$ cat config.mk
export PLATFORM = sky130hd
export DESIGN_NAME = pc_sequencer
export DESIGN_NICKNAME = d
export VERILOG_FILES = /design/src/rtl/pc_sequencer.sv
export SDC_FILE = /design/constraint.sdc
export NUM_CORES = 1
export LEC_CHECK = 0
export CAP_MARGIN = 0
export CORE_MARGIN = 2
export CORE_UTILIZATION = 48
export DETAILED_ROUTE_END_ITERATION = 10
export HOLD_SLACK_MARGIN = 0.1
export PLACE_DENSITY = 0.81
export SLEW_MARGIN = 20
export SYNTH_ARGS = -nofsm -noshare
export SYNTH_HDL_FRONTEND = slang
export SYNTH_SLANG_ARGS = --single-unit
$ cat constraint.sdc
create_clock -name Clk -period 2.66 [get_ports Clk]
set_input_delay 0.532 -clock Clk [delete_from_list [all_inputs] [get_ports Clk]]
set_output_delay 0.532 -clock Clk [all_outputs]
set_load 0.02 [all_outputs]
$ cat src/rtl/pc_sequencer.sv
// Program-counter and fetch sequencer: owns the PC, drives the target-table index,
// applies absolute/relative jumps and runs the IDLE/RUN/HALT start/done handshake.
module pc_sequencer #(
    parameter int D  = 10,
    parameter int A  = 4,
    parameter int CW = 16
) (
    input  logic          Clk,
    input  logic          Reset,
    input  logic          Start,
    input  logic [D-1:0]  StartAddr,
    input  logic          Stall,
    input  logic          Halt,
    input  logic          AbsJump,
    input  logic          RelJump,
    input  logic [A-1:0]  LutIdx,
    output logic [A-1:0]  LutAddr,
    input  logic [D-1:0]  LutTarget,
    output logic [D-1:0]  ProgCtr,
    output logic          FetchValid,
    output logic          Done,
    output logic [CW-1:0] InstCount
);

    typedef enum logic [1:0] {
        IDLE = 2'd0,
        RUN  = 2'd1,
        HALT = 2'd2
    } state_t;

    state_t        state_q, state_d;
    logic [D-1:0]  pc_q, pc_d;
    logic [CW-1:0] cnt_q, cnt_d;
    logic [CW-1:0] cnt_inc;
    logic          fetch_valid_q, fetch_valid_d;
    logic          done_q, done_d;

    assign LutAddr = LutIdx;

    // Retired count sticks at all-ones rather than wrapping.
    assign cnt_inc = (cnt_q == {CW{1'b1}}) ? cnt_q : cnt_q + CW'(1);

    always_comb begin
        state_d = state_q;
        pc_d    = pc_q;
        cnt_d   = cnt_q;
        case (state_q)
            IDLE: begin
                if (Start) begin
                    pc_d    = StartAddr;
                    cnt_d   = '0;
                    state_d = RUN;
                end
            end
            RUN: begin
                if (Start) begin
                    pc_d  = StartAddr;
                    cnt_d = '0;
                end else if (Halt) begin
                    cnt_d   = cnt_inc;
                    state_d = HALT;
                end else if (Stall) begin
                    pc_d  = pc_q;
                end else if (AbsJump) begin
                    pc_d  = LutTarget;
                    cnt_d = cnt_inc;
                end else if (RelJump) begin
                    // Two's-complement add in D bits makes negative offsets work for free.
                    pc_d  = pc_q + LutTarget;
                    cnt_d = cnt_inc;
                end else begin
                    pc_d  = pc_q + D'(1);
                    cnt_d = cnt_inc;
                end
            end
            HALT: begin
                if (Start) begin
                    pc_d    = StartAddr;
                    cnt_d   = '0;
                    state_d = RUN;
                end
            end
            default: begin
                state_d = IDLE;
            end
        endcase
        fetch_valid_d = (state_d == RUN);
        done_d        = (state_d == HALT);
    end

    always_ff @(posedge Clk or negedge Reset) begin
        if (!Reset) begin
            state_q       <= IDLE;
            pc_q          <= '0;
            cnt_q         <= '0;
            fetch_valid_q <= 1'b0;
            done_q        <= 1'b0;
        end else begin
            state_q       <= state_d;
            pc_q          <= pc_d;
            cnt_q         <= cnt_d;
            fetch_valid_q <= fetch_valid_d;
            done_q        <= done_d;
        end
    end

    assign ProgCtr    = pc_q;
    assign FetchValid = fetch_valid_q;
    assign Done       = done_q;
    assign InstCount  = cnt_q;

endmodule

==> metrics, run 1 <==
fin crit share=0.9390; drt via density=5.796; Worst R2R Setup Slack=390 ps; Max-slew headroom=0.6358; clk slew on worst S/H paths=70 ps; XOR/XNOR Fraction of Synth Area=0.008140; DP Worst Slack=-474.3 ps; CTS root buffer=clkbuf_8; fill count=364; Critical R2R Launch=ProgCtr[0]; layout cell share with drive strength beyond 1=0.1277; Avg Inst Size Synth=8.506 um2; Worst Setup EP=ProgCtr[8]; number of synthesis warnings=0; Synth Instances=253; Flop pwr share=0.360; reg2reg path depth=7; final setup violation count=0; sw power=0.5231 mW; Placed Cells=364; Final HPWL DP=4048 um; Hold Startpoint=ProgCtr[4]; Finished Layout Cells=373; Pwr per Cell Area=514.4 nW/um2; FFs w/ async S/R, synth=1.000; Worst Hold Class=reg2reg; Int Power=1.004 mW; grt total ovfl=0; crit path from=LutTarget[1]; WL final=5653 um; fmax=400.3 MHz; H-Tree Depth=2; maximum VDD drop=314.5 uV; max_cap viols=0; Adder-Cell Fraction of Synth Area=0.06744; Synth Area in Compound Gates=0.2424; status=complete, no violations; core region area=4324 um2; Slew @ Worst Pin=545.2 ps; first-pass GRT wire length=9384 um; drt first-iter violations=144; die width=70.96 um; Synth cell types=50; post-synthesis cell area=2152 um2; Final Hold Viols=0; Final Skew=11.98 ps; final hold slack=523.6 ps; Global Route Usage Sum=0.2339; number of pins with negative max-slew slack in the final report=0; # rows=24; area grow syn2layout=37.91%; final setup margin=162.2 ps; wire length per cell=15.16 um; CTS buffer count=5; Seq/Total Area, Yosys=0.3488; routed vias=2162; number of global-route vias before repair=2015; startpoint types=primary input; DRC Markers=0; Pwr Total=1.527 mW; DR pass1 iterations=4; Diodes inserted=0; number of synthesized flops with an enable pin=0; clock share of power=0.255; clock sinks=30; CTS tree=yes; switch share=0.3426; combinational family with the most area after synthesis=simple AND/OR/NAND/NOR gates; syn_nets=295; PortBufs=54; largest net degree at the start of global routing=31; r2r endpoint=ProgCtr[8]; fraction of synthesized area in multiplexers=0.04244; IO Pins=63; Max FO, Critical Path=2; unrepaired setup endpoints after global routing=no; post-route ant nets=0; Longest Clk Path Bufs=2; routability cong.=0.8565; CP arrival=2720 ps; Die ar.=5035 um2; initial antenna violation count=0; final net count=362; fin crit period=2498 ps; Combinational Power Share=0.384; clock insertion delay at the later pin of the skew report=290 ps; Most used DFF post-synth=dfrtp_1; simple-gate portion of the synthesized area=0.2500; Initial Utilization=0.4977; LEAKAGE=1.243 nW; register bit total from synthesis=30; chip height=70.96 um; Crit Path Class=in2reg; Crit path required time=2880 ps; critical path endpoint category=flip-flop
what timing repair did:
action | in CTS | in global routing
hold buffers | 0 | 0
setup endpoints to repair | 2 | 2
buffers inserted | 0 | 1
pin swaps | 1 | 4
resized for setup | 4 | 7
how the worst min path moves through the flow:
| stage | end | slack, ps | cells past startpoint |
|---|---|---|---|
| after floorplan | Done | 240 | 0 |
| after global routing | ProgCtr[4] | 550 | 2 |
| after detailed placement | ProgCtr[4] | 510 | 2 |
| final | ProgCtr[4] | 520 | 2 |
| after CTS | ProgCtr[4] | 530 | 2 |
| after global placement | ProgCtr[4] | 500 | 2 |
metrics by stage:
| step | utilization | TNS, ps | cell area, um2 |
|---|---|---|---|
| 2_1_floorplan | - | 0 | 2152 |
| 3_3_place_gp | 0.6531 | -765.4 | 2824 |
| 3_5_place_dp | 0.6531 | -1041 | 2824 |
| 4_1_cts | 0.6774 | 0 | 2929 |
| 5_1_grt | 0.6863 | 0 | 2968 |
| 6_report | 0.6863 | 0 | 2968 |
critical path, stage by stage:
cell	delay [ps]
clkdlybuf4s50_1	420
and2_1	190
fa_2	370
a211oi_2	300
o21bai_2	130
a221oi_2	330
mux2_4	330
nor2_2	110
flip-flops by register name, summed over array words and instances, names as in the netlist:
register    cells
state_q         2
Done            1
InstCount      16
FetchValid      1
ProgCtr        10
layer usage:
metal  wire length, um  global-route usage  up-vias  part of all wire
li1                  -                   -     1067                 -
met1              2469              0.3047     1018              0.44
met2              2806              0.4008       72              0.50
met3               323             0.04558        5             0.057
met4                55             0.05870        0            0.0097
met5                 0                   0        -                 0
cell usage in the layout, fill, tap and decap left out, types with 7 or more instances in the layout:
master,netlist,routed
clkdlybuf4s50_1,0,52
dfrtp_1,30,30
o21ai_0,28,28
a21oi_1,25,25
nand2_1,22,22
buf_4,5,19
nor2_1,18,17
or3_1,10,10
and2_1,9,9
ha_1,10,9
mux2i_1,8,8
nand2b_1,8,7
o31ai_1,7,7
cells in the mapped netlist (all sizes together) (2+ instances only):
| master | number | area (um2) |
|---|---|---|
| nor3b | 3 | 22.52 |
| xnor2 | 2 | 17.52 |
| a211oi | 2 | 15.01 |
| or3 | 10 | 62.56 |
| or2 | 2 | 12.51 |
| mux2i | 8 | 80.08 |
| nand3 | 6 | 30.03 |
| nand2 | 22 | 82.58 |
| a21oi | 25 | 125.1 |
| a211o | 2 | 17.52 |
| nand3b | 2 | 15.01 |
| dfrtp | 30 | 750.7 |
| and2 | 9 | 56.30 |
| a21o | 4 | 30.03 |
| nand2b | 9 | 63.81 |
| nand4 | 5 | 37.53 |
| o21ai | 29 | 145.1 |
| clkbuf | 5 | 18.77 |
| nor2 | 18 | 67.56 |
| ha | 10 | 125.1 |
| or4 | 6 | 45.04 |
| inv | 5 | 18.77 |
| o31ai | 7 | 52.55 |
| o211ai | 4 | 30.03 |
| buf | 8 | 50.05 |
layout make-up:
type                    instances  area [um2]  share of cell area
clock buffers                   7       86.33             0.02909
inverters                       5       18.77            0.006324
flip-flops and latches         30       750.7              0.2530
repair buffers                 73       684.4              0.2306
clock inverters                 1       5.005            0.001686
multi-input cells             205        1358              0.4574
well taps                      52       65.06             0.02192
power by group through the flow:
stage          combinational, mW  sequential [mW]  clock [mW]
6_report                   0.587            0.550       0.390
5_1_grt                    0.644            0.556       0.413
4_1_cts                    0.568            0.547       0.394
3_5_place_dp               0.555            0.554           0
3_3_place_gp               0.542            0.554           0
2_1_floorplan              0.279            0.594           0
logic make-up after synthesis:
| family | Yosys count |
|---|---|
| xor gates and xnor gates | 2 |
| muxes | 9 |
| AOI/OAI and AO/OA | 85 |
| and+or+nand+nor | 98 |
| DFF | 30 |
| buffers and inverters | 18 |
| adders and majority gates | 11 |
(Power assumes the default switching activity.)
==> run 2, diff against run 1 <==
Settings changed: REMOVE_ABC_BUFFERS set to 1, SKIP_LAST_GASP set to 1.
==> metrics, run 2 (same netlist as run 1, synthesis figures left out) <==
fmax=395.3 MHz; clock insertion delay at the later pin of the skew report=280 ps; routed vias=2243; WL final=5638 um; Pwr Total=1.556 mW; Hold Startpoint=InstCount[14]; clk slew on worst S/H paths=70 ps; IO Pins=63; wire length per cell=14.99 um; CP arrival=2750 ps; Final Hold Viols=0; final hold slack=522.8 ps; cell family with most CP delay=compound AO/OA/AOI/OAI gates; chip height=70.96 um; final setup violation count=0; die width=70.96 um; DR pass1 iterations=4; drt first-iter violations=160; initial antenna violation count=0; area post-placement=2854 um2; CTS buffer count=5; unrepaired setup endpoints after global routing=no; Buf/Inv on CP=1; Global Route Usage Sum=0.2424; slowest stage delay, CP=420 ps; Post CTS Setup Buffer Count=0; number of pins with negative max-slew slack in the final report=0; Max-slew headroom=0.6688; most frequent cells in the layout=53 x clkdlybuf4s50_1, 30 x dfrtp_1, 28 x o21ai_0; LEAKAGE=1.249 nW; Finished Layout Cells=376; Crit Path Class=in2reg; clock sinks=30; Crit path required time=2880 ps; core region area=4324 um2; area grow syn2layout=38.49%; Slew @ Worst Pin=492.3 ps; # rows=24; Max FO, Critical Path=2; critical path's slowest cell=clkdlybuf4s50_1; Core Util, Final=0.6892; commonest non-fill, non-tap cell in the layout=clkdlybuf4s50_1; largest net degree at the start of global routing=31; critical path cell sequence=clkdlybuf4s50_1, nand2b_1, ha_1, fa_2, a211oi_2, o21bai_2, a221oi_2, mux2_2, nor2_1; drt via density=5.965; grt total ovfl=0; routability cong.=0.8678; Longest Clk Path Bufs=2; Final HPWL DP=4161 um; status=complete, no violations; Diodes inserted=0; PortBufs=54; Initial Utilization=0.4977; post-route ant nets=0; CTS root buffer=clkbuf_8; H-Tree Depth=2; Finished Cell Area=2980 um2; hold-fix buffers at CTS=0; fin crit share=0.9510; first-pass GRT wire length=9839 um; final net count=365; critical path endpoint category=flip-flop; DRC Markers=0; Worst R2R Setup Slack=530 ps; number of global-route vias before repair=2146; layout cell share with drive strength beyond 1=0.1296; maximum VDD drop=275.9 uV; CTS tree=yes; crit path from=LutTarget[0]; fin crit period=2530 ps; startpoint types=primary input; fill count=374; Critical R2R Launch=ProgCtr[0]; Pwr per Cell Area=522.2 nW/um2; max reg flops=16; Final Skew=8.720 ps; Die ar.=5035 um2; Placed Cells=368; max_cap viols=0; Worst Hold Class=reg2reg
-- run 2: power breakdown --
group / switching (mW) / internal, mW
clock network: 0.174 / 0.261
logic: 0.284 / 0.289
registers: 0.0482 / 0.500
-- run 2: cell type report --
type	count	area, um2	area share
multi-input combinational	205	1331	0.4467
sequential	30	750.7	0.2519
timing repair buffer	76	704.4	0.2364
clock buffer	8	110.1	0.03694
tap	52	65.06	0.02183
inverter	5	18.77	0.006297
-- run 2: worst register-to-register path, stage by stage (launching register included) --
cell	delay, ps
dfrtp_1	400
ha_1	240
fa_2	360
a211oi_2	240
o21bai_2	120
a221oi_2	270
mux2_2	360
nor2_1	90
-- run 2: what timing repair did --
item,in CTS,in global routing
setup endpoints to repair,2,2
gates cloned,0,0
gates resized for setup,4,1
pin swaps,0,2
-- run 2: path summary, 6_finish.rpt --
path | endpoint | depth (start not counted)
setup / recovery | ProgCtr[8] | 9
hold / removal | InstCount[14] | 1
setup reg to reg | ProgCtr[8] | 7
hold reg to reg | InstCount[14] | 1
max in group asynchronous | InstCount[0] | 2
min in group asynchronous | InstCount[6] | 2
-- run 2: layer usage --
metal,part of all wire,up-vias,GRT usage
met2,0.50,91,0.4081
met5,0,-,0
li1,-,1083,-
met1,0.42,1058,0.3167
met4,0.013,0,0.07547
met3,0.065,11,0.04558
-- run 2: per-stage QoR --
step | setup slack [ps] | TNS (ps)
after global routing | 9.444 | 0
final | 130.4 | 0
after CTS | 9.255 | 0
after detailed placement | -476.9 | -1063
after floorplan | 194.7 | 0
after global placement | -378.1 | -745.3
